[config.mk]
export PLATFORM = sky130hd
export DESIGN_NAME = morse_tx_timed
export DESIGN_NICKNAME = d
export VERILOG_FILES = /design/src/rtl/morse_pkg.sv /design/src/rtl/morse_unit_tick.sv /design/src/rtl/morse_tx_timed.sv
export SDC_FILE = /design/constraint.sdc
export NUM_CORES = 1
export LEC_CHECK = 0
export CAP_MARGIN = 20
export CORE_MARGIN = 2
export CORE_UTILIZATION = 60
export CTS_CLUSTER_DIAMETER = 50
export DETAILED_ROUTE_END_ITERATION = 6
export PLACE_DENSITY = 0.82
export SYNTH_ARGS = -nofsm -noshare
export SYNTH_HDL_FRONTEND = slang
export SYNTH_SLANG_ARGS = --single-unit
[constraint.sdc]
create_clock -name clk -period 4.7 [get_ports clk]
set_clock_uncertainty 0.2 [all_clocks]
set_input_delay 1.175 -clock clk [delete_from_list [all_inputs] [get_ports clk]]
set_output_delay 1.175 -clock clk [all_outputs]
set_load 0.1 [all_outputs]
[src/rtl/morse_pkg.sv]
// morse_pkg: shared encodings for the Morse transmit/receive blocks.
//   - symbol codes on the upstream handshake (sym_code)
//   - status codes driven on parallel_out
//   - transmit FSM state encoding
package morse_pkg;

  // upstream symbol codes
  localparam logic [1:0] SYM_DOT  = 2'b00;
  localparam logic [1:0] SYM_DASH = 2'b01;
  localparam logic [1:0] SYM_CHAR = 2'b10;
  localparam logic [1:0] SYM_WORD = 2'b11;

  // parallel_out status codes
  localparam logic [1:0] OUT_IDLE  = 2'b00;
  localparam logic [1:0] OUT_DOT   = 2'b01;
  localparam logic [1:0] OUT_DASH  = 2'b10;
  localparam logic [1:0] OUT_SPACE = 2'b11;

  typedef enum logic [1:0] {
    IDLE  = 2'b00,
    MARK  = 2'b01,
    GAP   = 2'b10,
    SPACE = 2'b11
  } state_t;

  function automatic logic is_mark(input logic [1:0] code);
    return (code == SYM_DOT) || (code == SYM_DASH);
  endfunction

endpackage

[src/rtl/morse_unit_tick.sv]
// morse_unit_tick: unit prescaler shared by the Morse transmit and receive
// sides. Counts 0..period-1 and flags the last cycle of each unit.
//   clk       in   clock, posedge
//   rst       in   synchronous active-low reset
//   clear     in   restart the unit (count back to 0 next cycle)
//   period    in   cycles per unit; 0 behaves as 1
//   unit_tick out  high on the last cycle of a unit
module morse_unit_tick #(
  parameter int CNT_W = 16
) (
  input  logic             clk,
  input  logic             rst,
  input  logic             clear,
  input  logic [CNT_W-1:0] period,
  output logic             unit_tick
);

  logic [CNT_W-1:0] cnt;
  logic [CNT_W-1:0] last;

  assign last      = (period == '0) ? '0 : period - CNT_W'(1);
  assign unit_tick = (cnt == last);

  always_ff @(posedge clk) begin
    if (!rst)                    cnt <= '0;
    else if (clear || unit_tick) cnt <= '0;
    else                         cnt <= cnt + CNT_W'(1);
  end

endmodule

[src/rtl/morse_tx_timed.sv]
// morse_tx_timed: timed Morse symbol transmitter.
// Accepts one symbol (dot/dash/char space/word space) per valid/ready
// handshake and plays it out on key_out, unit length UNIT_CYCLES.
// A dot/dash is followed by a GAP_UNITS key-off gap; spaces are key-off only.
//   clk          in   clock, posedge
//   rst          in   synchronous active-low reset
//   sym_valid    in   symbol valid
//   sym_code     in   00 dot, 01 dash, 10 char space, 11 word space
//   unit_cycles  in   (MORSE_TX_RUNTIME_UNIT_EN only) unit length, latched on accept
//   sym_ready    out  high in IDLE
//   key_out      out  carrier on
//   parallel_out out  00 idle/gap, 01 dot, 10 dash, 11 space
//   sym_done     out  one-cycle pulse on the first IDLE cycle after a symbol
//   busy         out  state != IDLE
// Optional: define MORSE_TX_RUNTIME_UNIT_EN for a runtime unit length port.
module morse_tx_timed
  import morse_pkg::*;
#(
  parameter int UNIT_CYCLES = 4,
  parameter int CNT_W       = 16,
  parameter int DOT_UNITS   = 1,
  parameter int DASH_UNITS  = 3,
  parameter int GAP_UNITS   = 1,
  parameter int CHAR_UNITS  = 3,
  parameter int WORD_UNITS  = 7,
  parameter int UCNT_W      = 4
) (
  input  logic             clk,
  input  logic             rst,
  input  logic             sym_valid,
  input  logic [1:0]       sym_code,
`ifdef MORSE_TX_RUNTIME_UNIT_EN
  input  logic [CNT_W-1:0] unit_cycles,
`endif
  output logic             sym_ready,
  output logic             key_out,
  output logic [1:0]       parallel_out,
  output logic             sym_done,
  output logic             busy
);

  // elaboration-time parameter checks
  if (UNIT_CYCLES < 1 || DOT_UNITS < 1 || DASH_UNITS < 1 || GAP_UNITS < 1 ||
      CHAR_UNITS < 1 || WORD_UNITS < 1) begin : g_bad_zero
    $error("morse_tx_timed: UNIT_CYCLES and every *_UNITS must be >= 1");
  end
  if (CNT_W < 1 || CNT_W > 30 || UNIT_CYCLES >= (1 << CNT_W)) begin : g_bad_cnt
    $error("morse_tx_timed: 2**CNT_W must exceed UNIT_CYCLES");
  end
  if (UCNT_W < 1 || UCNT_W > 30 ||
      DOT_UNITS  >= (1 << UCNT_W) || DASH_UNITS >= (1 << UCNT_W) ||
      GAP_UNITS  >= (1 << UCNT_W) || CHAR_UNITS >= (1 << UCNT_W) ||
      WORD_UNITS >= (1 << UCNT_W)) begin : g_bad_ucnt
    $error("morse_tx_timed: UCNT_W too narrow for the *_UNITS values");
  end

  state_t            state, state_nx;
  logic [1:0]        code_q, code_nx;
  logic [UCNT_W-1:0] ucnt, ucnt_nx;
  logic              key_nx, done_nx;
  logic [1:0]        pout_nx;
  logic              accept;
  logic              unit_tick;
  logic              last_unit;
  logic              tick_clear;
  logic [CNT_W-1:0]  period;

  assign sym_ready = (state == IDLE);
  assign busy      = (state != IDLE);
  assign accept    = sym_valid && sym_ready;
  assign last_unit = unit_tick && (ucnt == UCNT_W'(1));

  // Restarting the prescaler on every state change keeps each phase an
  // exact multiple of the unit, aligned to the accept edge.
  assign tick_clear = accept || (state_nx != state);

`ifdef MORSE_TX_RUNTIME_UNIT_EN
  logic [CNT_W-1:0] period_q;

  always_ff @(posedge clk) begin
    if (!rst)        period_q <= CNT_W'(UNIT_CYCLES);
    else if (accept) period_q <= (unit_cycles == '0) ? CNT_W'(1) : unit_cycles;
  end

  assign period = period_q;
`else
  assign period = CNT_W'(UNIT_CYCLES);
`endif

  morse_unit_tick #(
    .CNT_W (CNT_W)
  ) u_tick (
    .clk       (clk),
    .rst       (rst),
    .clear     (tick_clear),
    .period    (period),
    .unit_tick (unit_tick)
  );

  always_ff @(posedge clk) begin
    if (!rst) begin
      state        <= IDLE;
      code_q       <= SYM_DOT;
      ucnt         <= '0;
      key_out      <= 1'b0;
      parallel_out <= OUT_IDLE;
      sym_done     <= 1'b0;
    end else begin
      state        <= state_nx;
      code_q       <= code_nx;
      ucnt         <= ucnt_nx;
      key_out      <= key_nx;
      parallel_out <= pout_nx;
      sym_done     <= done_nx;
    end
  end

  always_comb begin
    state_nx = state;
    code_nx  = code_q;
    ucnt_nx  = ucnt;
    done_nx  = 1'b0;
    key_nx   = 1'b0;
    pout_nx  = OUT_IDLE;

    case (state)
      IDLE: begin
        if (accept) begin
          code_nx = sym_code;
          if (is_mark(sym_code)) begin
            state_nx = MARK;
            ucnt_nx  = (sym_code == SYM_DASH) ? UCNT_W'(DASH_UNITS) : UCNT_W'(DOT_UNITS);
          end else begin
            state_nx = SPACE;
            ucnt_nx  = (sym_code == SYM_WORD) ? UCNT_W'(WORD_UNITS) : UCNT_W'(CHAR_UNITS);
          end
        end
      end
      MARK: begin
        if (last_unit) begin
          state_nx = GAP;
          ucnt_nx  = UCNT_W'(GAP_UNITS);
        end else if (unit_tick) begin
          ucnt_nx = ucnt - UCNT_W'(1);
        end
      end
      GAP, SPACE: begin
        if (last_unit) begin
          state_nx = IDLE;
          ucnt_nx  = '0;
          done_nx  = 1'b1;
        end else if (unit_tick) begin
          ucnt_nx = ucnt - UCNT_W'(1);
        end
      end
      default: begin
        state_nx = IDLE;
        ucnt_nx  = '0;
      end
    endcase

    // outputs are registered: decode them from the state being entered
    case (state_nx)
      MARK: begin
        key_nx  = 1'b1;
        pout_nx = (code_nx == SYM_DASH) ? OUT_DASH : OUT_DOT;
      end
      SPACE:   pout_nx = OUT_SPACE;
      default: pout_nx = OUT_IDLE;
    endcase
  end

endmodule

==> impl_metrics.tcl, run 1 <==
set metrics [dict create \
    route.detailed.vias_per_inst 6.01 \
    htree_levels 1 \
    clkTransAtPathRegs_ns 0.14 \
    fin_tns_setup_ns 0 \
    route.final.wire_length_microns 2730 \
    worst_setup_path_end_kind "output port" \
    synth_seq_area_share 0.404 \
    gp_congestion 0.862 \
    postSynthNetCount 164 \
    crit_path_max_fanout 6 \
    layout-drive-gt1-share 0.0723 \
    maxCapViolations 0 \
    grt_first_pass_wirelength_microns 4840 \
    floorplan.die.width_microns 52.1 \
    startpoint_type "register" \
    report.final.slew_viol_count 0 \
    report.final.setup_viol 0 \
    stdcell_area_sq_um 1550 \
    num-nets-final 175 \
    critical_path_required_ns 3.32 \
    clockRootBuffer "sky130_fd_sc_hd__clkbuf_4" \
    number_of_antenna_violating_nets_in_the_routed_design 0 \
    post_cts_buffers 0 \
    initial_antenna_violation_count 0 \
    hpwl_microns 2030 \
    final_cell_count_no_fill 194 \
    route.detailed.drc 0 \
    tritonroute_pass_1_iters 4 \
    ys_seq_elements 28 \
    worstPathArrival_ns 2.27 \
    dieArea_sq_um 2710 \
    hold_violations 0 \
    synthCells 156 \
    pin_count 11 \
    initial_utilization 0.633 \
    grt_pass1_vias 1155 \
    cts-buffers-inserted 3 \
    synth-warning-count 0 \
    cts_resized 0 \
    die_height_microns 52.1 \
    min_path_type "register to register" \
    antenna_cells 0 \
    clock_insertion_delay_worst_skew_ns 0.34 \
    synthDistinctLibCells 36 \
    synth_largest_type_area_fraction 0.404 \
    placed_cells_incl_taps 190 \
    vdd_ir_drop_max_v 0.000271 \
    detailroute.via_count 1166 \
    synth.cell_area_sq_um 1390 \
    global_route.usage.total 0.241 \
    area_growth_syn_to_layout_pct 11.5 \
    post_drt_wl_per_cell_microns 14.1 \
    largest_net_degree_at_the_start_of_global_routing 17 \
    grt_setup_unrepaired "false" \
    cts_tree "yes" \
    power_density_nw_per_um2 332 \
    post_place_instance_area_sq_um 1490 \
    outcome "finished, final reports clean" \
    p_leak_nw 0.560 \
    synth.top_cells.by_area "sky130_fd_sc_hd__dfxtp_1 40%, sky130_fd_sc_hd__xor2_1 5.1%, sky130_fd_sc_hd__nor2_1 4.9%" \
    timing.max_slew.rel_slack 0.354 \
    global_route.overflow_total 0 \
    timing_worst_slew_pin_value_ns 0.967 \
    yosysTopAreaCell "sky130_fd_sc_hd__dfxtp_1" \
    critical_path_class "register to output port" \
    avgSynthCellArea_sq_um 8.89 \
    worst_hold_slack_across_all_endpoints_ns 0.273 \
    design.core.area_sq_um 2190 \
    first_iter_violations 23 \
    timing.fmax_ghz 0.274 \
    final_period_minus_worst_setup_slack_ns 3.64 \
    period_share 0.775 \
    num_rows 17 \
    cts_num_sinks 28 \
    clockBufferDepth 2 \
    port-buffer-count 10 \
    holdBufCountCts 0 \
]
## kinds of logic after synthesis
group,synth area share
AO/OA/AOI/OAI,0.0993
multiplexers,0.0144
flip-flops,0.404
AND/OR/NAND/NOR,0.319
adder cells (fa/ha/maj),0.0271
XOR/XNOR,0.0821
buffers and inverters,0.0532
## state kept, by name, indices dropped and copies added (netlist names)
| register | cells |
|---|---|
| parallel_out | 2 |
| key_out | 1 |
| code_q | 2 |
| ucnt | 4 |
| sym_done | 1 |
| u_tick.cnt | 16 |
| state | 2 |
## synth_stat cells, drive strengths merged
cell type / instances
mux2i: 2
nand2: 11
nor4: 9
a2111o: 2
xor2: 8
o21a: 2
o221ai: 1
ha: 3
or3: 3
a21o: 1
buf: 4
xnor2: 5
and2b: 1
and3: 2
a31oi: 4
nor3b: 3
or3b: 1
and4: 2
nor2: 18
and2: 1
o21ai: 6
o31a: 1
inv: 12
nand3: 9
nand4: 8
dfxtp: 28
a21oi: 4
nor3: 4
nor4b: 1
## worst paths after layout
kind                                         to  slack, ns          start  cells after the start
worst max-delay path                  sym_ready       1.06       state[1]                      4
worst min-delay path              u_tick.cnt[0]       0.27  u_tick.cnt[0]                      1
worst max register to register  parallel_out[0]       2.47        ucnt[0]                      6
worst min register to register    u_tick.cnt[0]       0.27  u_tick.cnt[0]                      1
## power by group
group	total (mW)	switching (mW)	internal, mW	leakage (nW)
registers	0.256	0.00841	0.248	0.228
clock network	0.158	0.0714	0.0864	0.0279
logic	0.0998	0.0713	0.0285	0.304
## routing by layer
metal / vias up / global-route usage / share of wire
li1: 578 / - / -
met2: 26 / 0.422 / 0.51
met3: 11 / 0.0431 / 0.036
met1: 551 / 0.264 / 0.41
met4: 0 / 0.158 / 0.041
met5: - / 0 / 0
## metrics by stage
step / power (mW) / utilization / setup slack (ns)
after floorplan: 0.336 / - / 1.39
after global placement: 0.358 / 0.681 / 1.46
after detailed placement: 0.361 / 0.681 / 1.45
after CTS: 0.516 / 0.705 / 1.06
after global routing: 0.536 / 0.705 / 0.979
final: 0.514 / 0.705 / 1.06
## layout by cell type (no fill, tap or decap), types with 2 or more instances in the layout
| cell type | Yosys | routed |
|---|---|---|
| sky130_fd_sc_hd__or3_1 | 3 | 3 |
| sky130_fd_sc_hd__nor3b_1 | 2 | 2 |
| sky130_fd_sc_hd__nand2_1 | 11 | 11 |
| sky130_fd_sc_hd__nor3_1 | 4 | 4 |
| sky130_fd_sc_hd__nand4_1 | 7 | 7 |
| sky130_fd_sc_hd__a31oi_1 | 4 | 4 |
| sky130_fd_sc_hd__ha_1 | 3 | 3 |
| sky130_fd_sc_hd__o21ai_0 | 6 | 6 |
| sky130_fd_sc_hd__nor2_1 | 18 | 18 |
| sky130_fd_sc_hd__o21a_1 | 2 | 2 |
| sky130_fd_sc_hd__dfxtp_1 | 28 | 28 |
| sky130_fd_sc_hd__mux2i_1 | 2 | 2 |
| sky130_fd_sc_hd__xnor2_1 | 5 | 5 |
| sky130_fd_sc_hd__inv_1 | 12 | 12 |
| sky130_fd_sc_hd__nor4_1 | 6 | 6 |
| sky130_fd_sc_hd__a21oi_1 | 4 | 4 |
| sky130_fd_sc_hd__nor4_4 | 3 | 3 |
| sky130_fd_sc_hd__nand3_1 | 9 | 9 |
| sky130_fd_sc_hd__a2111o_1 | 2 | 2 |
| sky130_fd_sc_hd__xor2_1 | 8 | 8 |
| sky130_fd_sc_hd__clkdlybuf4s50_1 | 0 | 10 |
| sky130_fd_sc_hd__clkbuf_4 | 0 | 3 |
## worst max-delay path, cell delays in order, from the launching register on
cell and delay, ns:
sky130_fd_sc_hd__dfxtp_1 0.36, sky130_fd_sc_hd__inv_1 0.11, sky130_fd_sc_hd__nand2_1 0.12, sky130_fd_sc_hd__inv_1 0.18, sky130_fd_sc_hd__clkdlybuf4s50_1 1.16
## cell type report
class,count,area (sq um)
Fill cell,175,646
Clock buffer,3,22.5
Clock inverter,1,30.0
Sequential cell,28,561
Timing Repair Buffer,10,100
Tap cell,28,35.0
Inverter,12,45.0
Multi-Input combinational cell,112,752
Power figures use the tool's default switching activity.
==> inputs of run 2 (changes only) <==
CORE_UTILIZATION = 56   (was 60)
PLACE_DENSITY = 0.77   (was 0.82)
clock period = 3.45 ns   (was 4.7 ns; I/O delays follow)
==> run 2 against run 1 <==
Net effect:
- worst hold slack improved by 0.0013 ns
- power rose by 35%
- final cell count rose by 1.0%
- via count fell by 4.2%
- register-to-register slack got worse by 1.3 ns
- sequential share of layout area rose by 0.30 points
- flip-flop and latch count did not move
- final area fell by 0.81%
- core utilization fell by 6.9 points
- clock power rose by 34%
- first-iteration DRC count rose by 30%
- sequential power rose by 36%
- critical path type is now primary input to register
==> impl_metrics.tcl, run 2 (synthesized netlist as in run 1, its figures left out) <==
set metrics [dict create \
    gp_congestion 0.804 \
    vdd_ir_drop_max_v 0.000322 \
    dp_slack_ns 0.533 \
    fin_tns_setup_ns 0 \
    final_period_minus_worst_setup_slack_ns 2.54 \
    largest_net_degree_at_the_start_of_global_routing 17 \
    tritonroute_pass_1_iters 4 \
    route.detailed.vias_per_inst 5.70 \
    period_share 0.736 \
    power_density_nw_per_um2 454 \
    mostFrequentLayoutCells "28 x sky130_fd_sc_hd__dfxtp_1, 18 x sky130_fd_sc_hd__nor2_1, 12 x sky130_fd_sc_hd__inv_1" \
    num_rows 18 \
    clockRootBuffer "sky130_fd_sc_hd__clkbuf_4" \
    outcome "finished, final reports clean" \
    floorplan.die.width_microns 53.8 \
    num-nets-final 175 \
    most_common_cell_after_layout_fill_and_taps_aside "sky130_fd_sc_hd__dfxtp_1" \
    antenna_cells 0 \
    grt_pass1_vias 1063 \
    cts_num_sinks 28 \
    area_growth_syn_to_layout_pct 10.6 \
    regMostFlops "u_tick.cnt" \
    first_iter_violations 30 \
    timing.fmax_ghz 0.394 \
    timing.critical_path.max_delay_family "simple AND/OR/NAND/NOR gates" \
    detailroute.via_count 1117 \
    number_of_antenna_violating_nets_in_the_routed_design 0 \
    critical_path_class "primary input to register" \
    finalPower_uw 696 \
    post_drt_wl_per_cell_microns 13.6 \
    grt_first_pass_wirelength_microns 4610 \
    worst_path_largest_cell_delay_ns 0.55 \
    hold_violations 0 \
    cts_resized 0 \
    route.detailed.drc 0 \
    initial_utilization 0.575 \
    startpoint_type "primary input" \
    crit_path_max_fanout 16 \
    reg.largest.list "u_tick.cnt (16), ucnt (4)" \
    cts_tree "yes" \
    crit_path_cell_trace "clkdlybuf4s50_1 > or3b_1 > nand3_1 > nor2_1" \
    pin_count 11 \
    port-buffer-count 10 \
    maxCapViolations 0 \
    critical_path_required_ns 3.45 \
    clock_insertion_delay_worst_skew_ns 0.32 \
    min_path_type "register to register" \
    clkTransAtPathRegs_ns 0.16 \
    timing_worst_slew_pin_value_ns 0.830 \
    dieArea_sq_um 2890 \
    timing.final.ws_setup_ns 0.911 \
    critical_path.n_buffers_inverters 1 \
    route.final.wire_length_microns 2660 \
    p_leak_nw 0.569 \
    post_cts_buffers 0 \
    die_height_microns 53.8 \
    grt_setup_unrepaired "false" \
    holdBufCountCts 0 \
    worst_setup_path_end_kind "register" \
    critical_path.slowest_cell "sky130_fd_sc_hd__clkdlybuf4s50_1" \
    design.core.area_sq_um 2410 \
    cts-buffers-inserted 3 \
    global_route.usage.total 0.218 \
    htree_levels 1 \
    report.final.setup_viol 0 \
    hpwl_microns 2030 \
    worst_hold_slack_across_all_endpoints_ns 0.275 \
    global_route.overflow_total 0 \
    worstPathArrival_ns 2.54 \
    clockBufferDepth 2 \
    timing.max_slew.rel_slack 0.446 \
    report.final.slew_viol_count 0 \
    largest_register_ffs 16 \
    layout-drive-gt1-share 0.108 \
    initial_antenna_violation_count 0 \
]
[run 2: cell count changes in the layout (fill, tap and decap cells not counted)]
cell                              before  now
sky130_fd_sc_hd__buf_4                 0    6
sky130_fd_sc_hd__clkdlybuf4s50_1      10    4
[run 2: worst paths after layout]
path | startpoint | cells past startpoint | end | slack, ns
setup / recovery | sym_valid | 4 | u_tick.cnt[12] | 0.91
hold / removal | u_tick.cnt[0] | 1 | u_tick.cnt[0] | 0.27
setup reg to reg | ucnt[0] | 6 | parallel_out[0] | 1.21
hold reg to reg | u_tick.cnt[0] | 1 | u_tick.cnt[0] | 0.27
[run 2: metal layers]
metal / part of all wire / wire, microns / global-route usage
met2: 0.47 / 1260 / 0.360
met4: 0.022 / 59 / 0.103
met5: 0 / 0 / 0
met1: 0.48 / 1260 / 0.273
met3: 0.029 / 76 / 0.0389
[run 2: report_power, final]
group	internal [mW]	switching, mW
combinational	0.0370	0.0981
sequential	0.337	0.0110
clock	0.117	0.0950
total	0.492	0.204
[run 2: final cells by class]
cell class | count | area, sq um
clock buffer | 3 | 22.5
clock inverter | 1 | 30.0
sequential | 28 | 561
timing repair buffer | 10 | 85.1
fill | 212 | 877
multi-input combinational | 112 | 752
inverter | 12 | 45.0
tap | 30 | 37.5
[run 2: through the flow]
stage	utilization	cell area (sq um)	std cells
after floorplan	-	1390	156
after global placement	0.614	1480	192
after detailed placement	0.614	1480	192
after CTS	0.636	1530	196
after global routing	0.636	1530	196
final	0.636	1530	196
==> inputs of run 3 (changes only) <==
clock period = 2.4 ns   (was 3.45 ns; I/O delays follow)
==> run 3 against run 2 <==
Net effect:
- sequential power up 44%
- final area rose by 4.2%
- flip-flop and latch count stayed put
- routed wire length rose by 6.1%
- die area unchanged
==> impl_metrics.tcl, run 3 (synthesized netlist as in run 1, its figures left out) <==
set metrics [dict create \
    outcome "finished, final reports clean" \
    worst_hold_slack_across_all_endpoints_ns 0.284 \
    final_period_minus_worst_setup_slack_ns 2.19 \
    grt_setup_unrepaired "false" \
    worst_setup_path_end_kind "output port" \
    port-buffer-count 10 \
    power.switching_fraction 0.322 \
    hold_start "u_tick.cnt[0]" \
    power_switching_uw 297 \
    htree_levels 1 \
    crit_reg_reg_startpoint "ucnt[0]" \
    final_core_utilization 0.663 \
    placed_cells_incl_taps 198 \
    num_rows 18 \
    die_height_microns 53.8 \
    regMostFlops "u_tick.cnt" \
    post_drt_wl_per_cell_microns 14.0 \
    min_path_type "register to register" \
    design.core.area_sq_um 2410 \
    timing_worst_slew_pin_value_ns 0.437 \
    cts_resized 0 \
    number_of_antenna_violating_nets_in_the_routed_design 0 \
    p_leak_nw 0.596 \
    holdBufCountCts 0 \
    post_place_instance_area_sq_um 1570 \
    dieArea_sq_um 2890 \
    r2r_end "parallel_out[0]" \
    clkTransAtPathRegs_ns 0.15 \
    first_iter_violations 25 \
    largest_register_ffs 16 \
    report.final.slew_viol_count 0 \
    stdcell_area_sq_um 1600 \
    timing.fmax_ghz 0.457 \
    hpwl_microns 2150 \
    route.final.wire_length_microns 2820 \
    global_route.overflow_total 0 \
    post_cts_buffers 0 \
    grt_first_pass_wirelength_microns 4540 \
    grt_pass1_vias 1076 \
    gp_congestion 0.881 \
    clock_power_share 0.205 \
    hold_violations 0 \
    route.detailed.drc 0 \
    p_int_uw 625 \
    power.combinational.fraction 0.250 \
    floorplan.die.width_microns 53.8 \
    timing.final.ws_setup_ns 0.213 \
    power_density_nw_per_um2 577 \
    whs_path_depth 1 \
    min_delay_worst_endpoint "u_tick.cnt[0]" \
    period_share 0.911 \
    slack_of_the_worst_reg_to_reg_path_ns 0.52 \
    antenna_cells 0 \
    cts_num_sinks 28 \
    most_common_cell_after_layout_fill_and_taps_aside "sky130_fd_sc_hd__dfxtp_1" \
    share_seq_of_total_power 0.545 \
    report.final.setup_viol 0 \
    ff2ff_path_depth 6 \
    tritonroute_pass_1_iters 4 \
    detailroute.via_count 1181 \
    maxCapViolations 0 \
    finalPower_uw 921 \
    cp-startpoint "state[1]" \
    mostFrequentLayoutCells "28 x sky130_fd_sc_hd__dfxtp_1, 18 x sky130_fd_sc_hd__nor2_1, 11 x sky130_fd_sc_hd__inv_1" \
    critical_path_class "register to output port" \
    critical_path_required_ns 1.60 \
    pin_count 11 \
    startpoint_type "register" \
    num-nets-final 181 \
    final_cell_count_no_fill 201 \
    layout-drive-gt1-share 0.146 \
    initial_utilization 0.575 \
    dp_slack_ns 0.0228 \
    worstPathArrival_ns 1.39 \
    crit_path_max_fanout 6 \
    route.detailed.vias_per_inst 5.88 \
    global_route.usage.total 0.216 \
    vdd_ir_drop_max_v 0.000531 \
    timing.max_slew.rel_slack 0.708 \
    clockRootBuffer "sky130_fd_sc_hd__clkbuf_4" \
    fin_tns_setup_ns 0 \
    reg.largest.list "u_tick.cnt (16), ucnt (4)" \
    cts-buffers-inserted 3 \
    largest_net_degree_at_the_start_of_global_routing 17 \
    clockBufferDepth 2 \
    area_growth_syn_to_layout_pct 15.2 \
    initial_antenna_violation_count 0 \
    clock_insertion_delay_worst_skew_ns 0.33 \
    cts_tree "yes" \
]
## run 3: worst max-delay path by stage
| stage | end | slack, ns | depth (start not counted) |
|---|---|---|---|
| global route | sym_ready | 0.15 | 4 |
| finish | sym_ready | 0.21 | 4 |
| detailed placement | parallel_out[0] | 0.02 | 5 |
| floorplan | ucnt[3] | 0.14 | 6 |
| CTS | sym_ready | 0.24 | 4 |
| global placement | parallel_out[0] | 0.06 | 5 |
## run 3: power groups by stage
stage	clock (mW)	combinational (mW)	sequential, mW
global placement	0	0.224	0.511
CTS	0.193	0.231	0.502
finish	0.189	0.230	0.502
floorplan	0	0.120	0.543
global route	0.211	0.247	0.505
detailed placement	0	0.229	0.512
## run 3: metal layers
layer / GRT usage / wire length (microns) / part of all wire
met1: 0.256 / 1220 / 0.43
met2: 0.376 / 1450 / 0.51
met3: 0.0583 / 116 / 0.041
met4: 0.0641 / 34 / 0.012
met5: 0 / 0 / 0
## run 3: critical path, stage by stage (launching register included)
cell and delay, ns:
sky130_fd_sc_hd__dfxtp_1 0.43, sky130_fd_sc_hd__inv_1 0.13, sky130_fd_sc_hd__nand2_4 0.12, sky130_fd_sc_hd__clkinvlp_4 0.17, sky130_fd_sc_hd__buf_12 0.21
## run 3: layout make-up
cell class              instances  area [sq um]
clock buffers                   3          22.5
fillers                       204           813
inverters                      12          48.8
multi-input cells             112           759
flip-flops and latches         28           561
well taps                      30          37.5
repair buffers                 16           168
